[src/rtl/piso_serializer.sv]
// Parallel-in/serial-out transmitter: valid/ready word intake, one bit per clk, gap-free back-to-back.
// Optional build macro PISO_IDLE_COMMA_EN fills idle word slots with the COMMA word.
`timescale 1ns/1ps

module piso_serializer #(
    parameter int               WIDTH     = 10,
    parameter int               LSB_FIRST = 1,
    parameter logic [WIDTH-1:0] COMMA     = 10'b0011111010
) (
    input  logic             clk,
    input  logic             reinicio,
    input  logic [WIDTH-1:0] data_in,
    input  logic             data_valid,
    output logic             data_ready,
    output logic             serial_out,
    output logic             serial_valid,
    output logic             word_start,
    output logic             comma_out
);

    localparam int               CNT_W = (WIDTH > 1) ? $clog2(WIDTH) : 1;
    localparam logic [CNT_W-1:0] LAST  = CNT_W'(WIDTH - 1);

    typedef enum logic {
        IDLE,
        SHIFT
    } state_t;

    state_t           state, next_state;
    logic [CNT_W-1:0] cnt, next_cnt;
    logic [WIDTH-1:0] sreg, next_sreg;
    logic             next_serial, next_valid, next_start, next_comma;
    logic [WIDTH-1:0] load_word;
    logic             boundary, accept, load_comma, load;

    // cnt is the index of the bit currently on serial_out, so the last bit's cycle is the reload slot.
    assign boundary   = (state == IDLE) || (cnt == LAST);
    assign data_ready = reinicio && boundary;
    assign accept     = data_valid && data_ready;

`ifdef PISO_IDLE_COMMA_EN
    assign load_comma = boundary && !data_valid;
`else
    assign load_comma = 1'b0;
`endif

    assign load = accept || load_comma;

    // NOTE: every always_comb output gets a default first so no path can infer a latch.
    always_comb begin
        next_state  = state;
        next_cnt    = cnt;
        next_sreg   = sreg;
        next_serial = 1'b0;
        next_valid  = 1'b0;
        next_start  = 1'b0;
        next_comma  = 1'b0;
        load_word   = load_comma ? COMMA : data_in;

        if (load) begin
            next_state = SHIFT;
            next_cnt   = '0;
            next_valid = 1'b1;
            next_start = 1'b1;
            next_comma = load_comma;
            if (LSB_FIRST != 0) begin
                next_serial = load_word[0];
                next_sreg   = load_word >> 1;
            end else begin
                next_serial = load_word[WIDTH-1];
                next_sreg   = load_word << 1;
            end
        end else if (state == SHIFT && cnt != LAST) begin
            next_cnt   = cnt + CNT_W'(1);
            next_valid = 1'b1;
            next_comma = comma_out;
            if (LSB_FIRST != 0) begin
                next_serial = sreg[0];
                next_sreg   = sreg >> 1;
            end else begin
                next_serial = sreg[WIDTH-1];
                next_sreg   = sreg << 1;
            end
        end else begin
            // Last bit sent with nothing to follow: drop back to an idle line.
            next_state = IDLE;
            next_cnt   = '0;
            next_sreg  = '0;
        end
    end

    // NOTE: sequential state uses non-blocking assignments so all registers update from pre-edge values.
    always_ff @(posedge clk or negedge reinicio) begin
        if (!reinicio) begin
            state        <= IDLE;
            cnt          <= '0;
            sreg         <= '0;
            serial_out   <= 1'b0;
            serial_valid <= 1'b0;
            word_start   <= 1'b0;
            comma_out    <= 1'b0;
        end else begin
            state        <= next_state;
            cnt          <= next_cnt;
            sreg         <= next_sreg;
            serial_out   <= next_serial;
            serial_valid <= next_valid;
            word_start   <= next_start;
            comma_out    <= next_comma;
        end
    end

endmodule

[config.mk]
export PLATFORM = sky130hd
export DESIGN_NAME = piso_serializer
export DESIGN_NICKNAME = d
export VERILOG_FILES = /design/src/rtl/piso_serializer.sv
export SDC_FILE = /design/constraint.sdc
export NUM_CORES = 1
export LEC_CHECK = 0
export ABC_AREA = 0
export CELL_PAD_IN_SITES_DETAIL_PLACEMENT = 1
export CELL_PAD_IN_SITES_GLOBAL_PLACEMENT = 2
export CORE_MARGIN = 3
export CORE_UTILIZATION = 33
export CTS_CLUSTER_SIZE = 20
export DETAILED_ROUTE_END_ITERATION = 16
export PLACE_DENSITY = 0.85
export SETUP_SLACK_MARGIN = 0.3
export SYNTH_ARGS = -nofsm -noshare
export SYNTH_HDL_FRONTEND = slang
export SYNTH_SLANG_ARGS = --single-unit
[constraint.sdc]
create_clock -name clk -period 2.85 [get_ports clk]
set_clock_uncertainty 0.15 [all_clocks]
set_input_delay 0.285 -clock clk [delete_from_list [all_inputs] [get_ports clk]]
set_output_delay 0.285 -clock clk [all_outputs]
set_load 0.05 [all_outputs]
==> flow_results.org <==
** Outcome
- Result of the run :: completed

** Route
- The first routing iteration left 2 violations.
- Iteration count of the initial detailed-routing pass :: 4
- Average wire length per cell after detail routing :: around 12 microns
- Vias after detailed routing :: approximately 470
- For this block, the routed nets add up to around 1300 microns of wire.
- Final routed DRC violation total :: 0
- Number of antenna-violating nets in the routed design :: 0
- Dividing the detail-routed via count by the number of cells gives around 4.6.

** Power
- The analysis attributes to cell leakage a power of slightly below 0.5 nW.
- P per Cell Area :: a little under 900 nW/um^2
- Share of total power in sequential cells :: 0.440
- Switching power of the nets :: roughly 0.3 mW
- Power share of the clock group :: 0.148
- Internal power :: ~0.54 mW
- Power Total :: about 0.84 mW
- Of the total power, the share spent switching nets is 0.3542.
- VDD IR-drop max :: 0.0004398 V
- Part of the total power dissipated in combinational logic :: 0.412

** Timing
- Final WS setup :: just over 0.8 ns
- Dividing the final minimum period by the clock period gives 0.7127.
- The final-report max-slew violation count came to 0.
- Setup repair after global routing left no endpoint under its margin.
- Setup violations remaining at the end of the flow were counted as 0.
- Max Freq :: ~490 MHz
- On the final layout, the worst hold slack is 0.1838 ns.
- Minimum period implied by the final worst setup slack :: between 2 and 2.5 ns
- The final hold violation count is 0.
- Adding up every negative setup slack in the final design gives 0 ns.

** Placed design
- Detailed placement finished with a half-perimeter wire length of 939.9 microns.
- In this run the tool buffered the top-level ports with 16 buffer cells.
- In this run, placement finished with an instance count of between 90 and 100.
- DP Worst Slack :: around 1.1 ns
- Final GP Congestion :: approximately 0.62

** Setup path
- Data arrives at the worst endpoint at about 1.6 ns.
- The startpoint identified for the worst register-to-register timing path is cnt[1].
- Endpoint type of the worst setup path :: output port
- The setup path with the least slack is of type register to output port.
- For the worst setup path, the data required time is about 2.4 ns.
- Of all nets on the critical path, the largest fanout is 16.
- The worst register-to-register path ends at sreg[4].
- In this run the worst setup path terminates at data_ready.
- Start point of the critical path :: cnt[0]
- The slowest stage of the critical path belongs to the cell sky130_fd_sc_hd__dfrtp_1.
- STA classifies the critical path startpoint as a register.
- The setup check on the worst reg-to-reg path leaves a slack of about 1.3 ns.
- The worst register-to-register path has a depth of 5.
- In this design, the stage delay of the slowest critical-path cell is 0.42 ns.
- Cells along the critical path :: ha_1 -> nand3b_4 -> nand2_4 -> and2_2 -> buf_12

** Die
- From bottom edge to top edge, the die measures 53.62 microns.
- The core region is just over 2000 sq um.
- The floorplan has 16 rows.
- The die covers ~2900 sq um.
- From left edge to right edge, the die measures about 54 microns.
- Top-level port count :: 18
- Starting Density :: 0.3629

** Run
- Number of maximum-capacitance violations :: 0

** Logic synthesis
- Counting every instance in the synthesized netlist gives between 50 and 60.
- In this run, synthesis inferred 0 flip-flops with an integrated enable.
- Post-synthesis area per instance :: between 10 and 15 sq um
- The Yosys step of the flow raised 0 warnings.
- Post-synthesis instance area :: about 750 sq um
- Count of distinct cell types in the synthesized netlist :: 20
- In this run, synthesis produced a sequential element count of 17.
- Sequential area share after synthesis :: 0.5686
- Proportion of synthesized flip-flops having asynchronous set or reset :: 1.000
- Synthesized netlist net count :: just over 70
- Synth Flop Type :: sky130_fd_sc_hd__dfrtp_1

** Global route
- Entering global routing, the biggest net connects 17 pins.
- Total track usage :: 0.1097
- Number of antenna violations at the first check in global routing :: 0
- The via count of the first global-routing pass is 479.
- Summed over all layers, the global routing overflow is 0.
- The first global-routing pass estimated roughly 2200 microns of wire.

** Finish
- The repair_antennas step left the layout with diodes totalling 0.
- Synthesis-to-finish area growth :: 29.93%
- Layout Nets :: 92
- Most frequent standard cell in the layout excluding fill and tap cells :: sky130_fd_sc_hd__dfrtp_1
- In the final layout, the share of cells above drive strength 1 is 0.2500.
- Post-layout instance count excluding filler cells :: slightly above 100
- Counting the fill cells in the layout gives between 200 and 250.
- The library cells used most frequently in the layout, excluding fill and tap cells, are sky130_fd_sc_hd__dfrtp_1, sky130_fd_sc_hd__clkdlybuf4s50_1, sky130_fd_sc_hd__and3_1.

** Clock network
- Clk_lat worst skew :: between 0.2 and 0.3 ns
- Counting along the longest clock path gives a buffer depth of 2.
- Post-CTS setup buffer count :: 0
- In this run, CTS created clock tree buffers numbering 3.
- Post-CTS clock slew at the launch and capture registers of the worst setup and hold paths :: roughly 0.1 ns
- CTS placed an instance of sky130_fd_sc_hd__clkbuf_4 at the clock tree root.
- Resize count post-CTS :: 0
- CTS Hold Bufs :: 0
- CTS built an H-tree with a depth of 1.
- TritonCTS built the clock tree.
- Counting every sink on the clock net gives 17.

** Worst hold path
- Path type of the worst min-delay path :: primary input to asynchronous set/reset pin
flip-flops by register name (all words and copies together) (netlist names):
register	cells
word_start	1
cnt	4
serial_out	1
serial_valid	1
sreg	9
state	1
stage by stage:
stage / utilization / cell area, sq um
2_1_floorplan: - / 748.2
3_3_place_gp: 0.4581 / 944.7
3_5_place_dp: 0.4581 / 944.7
4_1_cts: 0.4715 / 972.2
5_1_grt: 0.4715 / 972.2
6_report: 0.4715 / 972.2
power groups by stage:
stage / logic, mW / clock network, mW / registers (mW)
2_1_floorplan: 0.226 / 0 / 0.409
3_3_place_gp: 0.343 / 0 / 0.373
3_5_place_dp: 0.353 / 0 / 0.378
4_1_cts: 0.355 / 0.134 / 0.373
5_1_grt: 0.380 / 0.145 / 0.383
6_report: 0.347 / 0.124 / 0.371
cells in the mapped netlist, types with 2 or more instances:
cell	instances	area, sq um
sky130_fd_sc_hd__mux2_4	3	45.04
sky130_fd_sc_hd__mux2_2	6	67.56
sky130_fd_sc_hd__nor2_1	4	15.01
sky130_fd_sc_hd__dfrtp_1	17	425.4
sky130_fd_sc_hd__ha_1	2	25.02
sky130_fd_sc_hd__nand2_1	3	11.26
sky130_fd_sc_hd__and3_1	9	56.30
per-layer routing:
layer	part of all wire	vias up	track usage
met5	0	-	0
met4	0.0095	0	0.03830
met3	0.076	2	0.04432
met2	0.46	15	0.1612
met1	0.46	231	0.1454
li1	-	225	-
final cells by class:
class	instances	area, sq um	area share
timing repair buffer	18	185.2	0.1905
multi-input combinational	36	296.5	0.3050
sequential	17	425.4	0.4376
clock inverter	1	5.005	0.005148
clock buffer	3	22.52	0.02317
tap	27	33.78	0.03475
inverter	1	3.754	0.003861
worst max-delay path, delay by kind of cell (launching register included):
family | cells | cell delay, ns
adders and majority gates | 1 | 0.25
buffers and inverters | 1 | 0.15
DFF | 1 | 0.42
and+or+nand+nor | 3 | 0.49
how the worst min path moves through the flow:
stage / startpoint / cells after the start / to / slack (ns)
finish: reinicio / 2 / serial_out / 0.18
detailed placement: sreg[0] / 1 / serial_out / 0.32
CTS: reinicio / 2 / serial_out / 0.19
floorplan: reinicio / 0 / cnt[0] / -0.16
global route: reinicio / 2 / cnt[3] / 0.19
global placement: sreg[0] / 1 / serial_out / 0.31
cells by family after synthesis:
family,share of synthesized area
buf+inv,0.03511
compound gates,0.006683
mux,0.1505
simple gates,0.1772
xor+xnor,0.02342
fa+ha+maj,0.03344
other cells,0.005012
flops,0.5686
(Power assumes the default switching activity.)
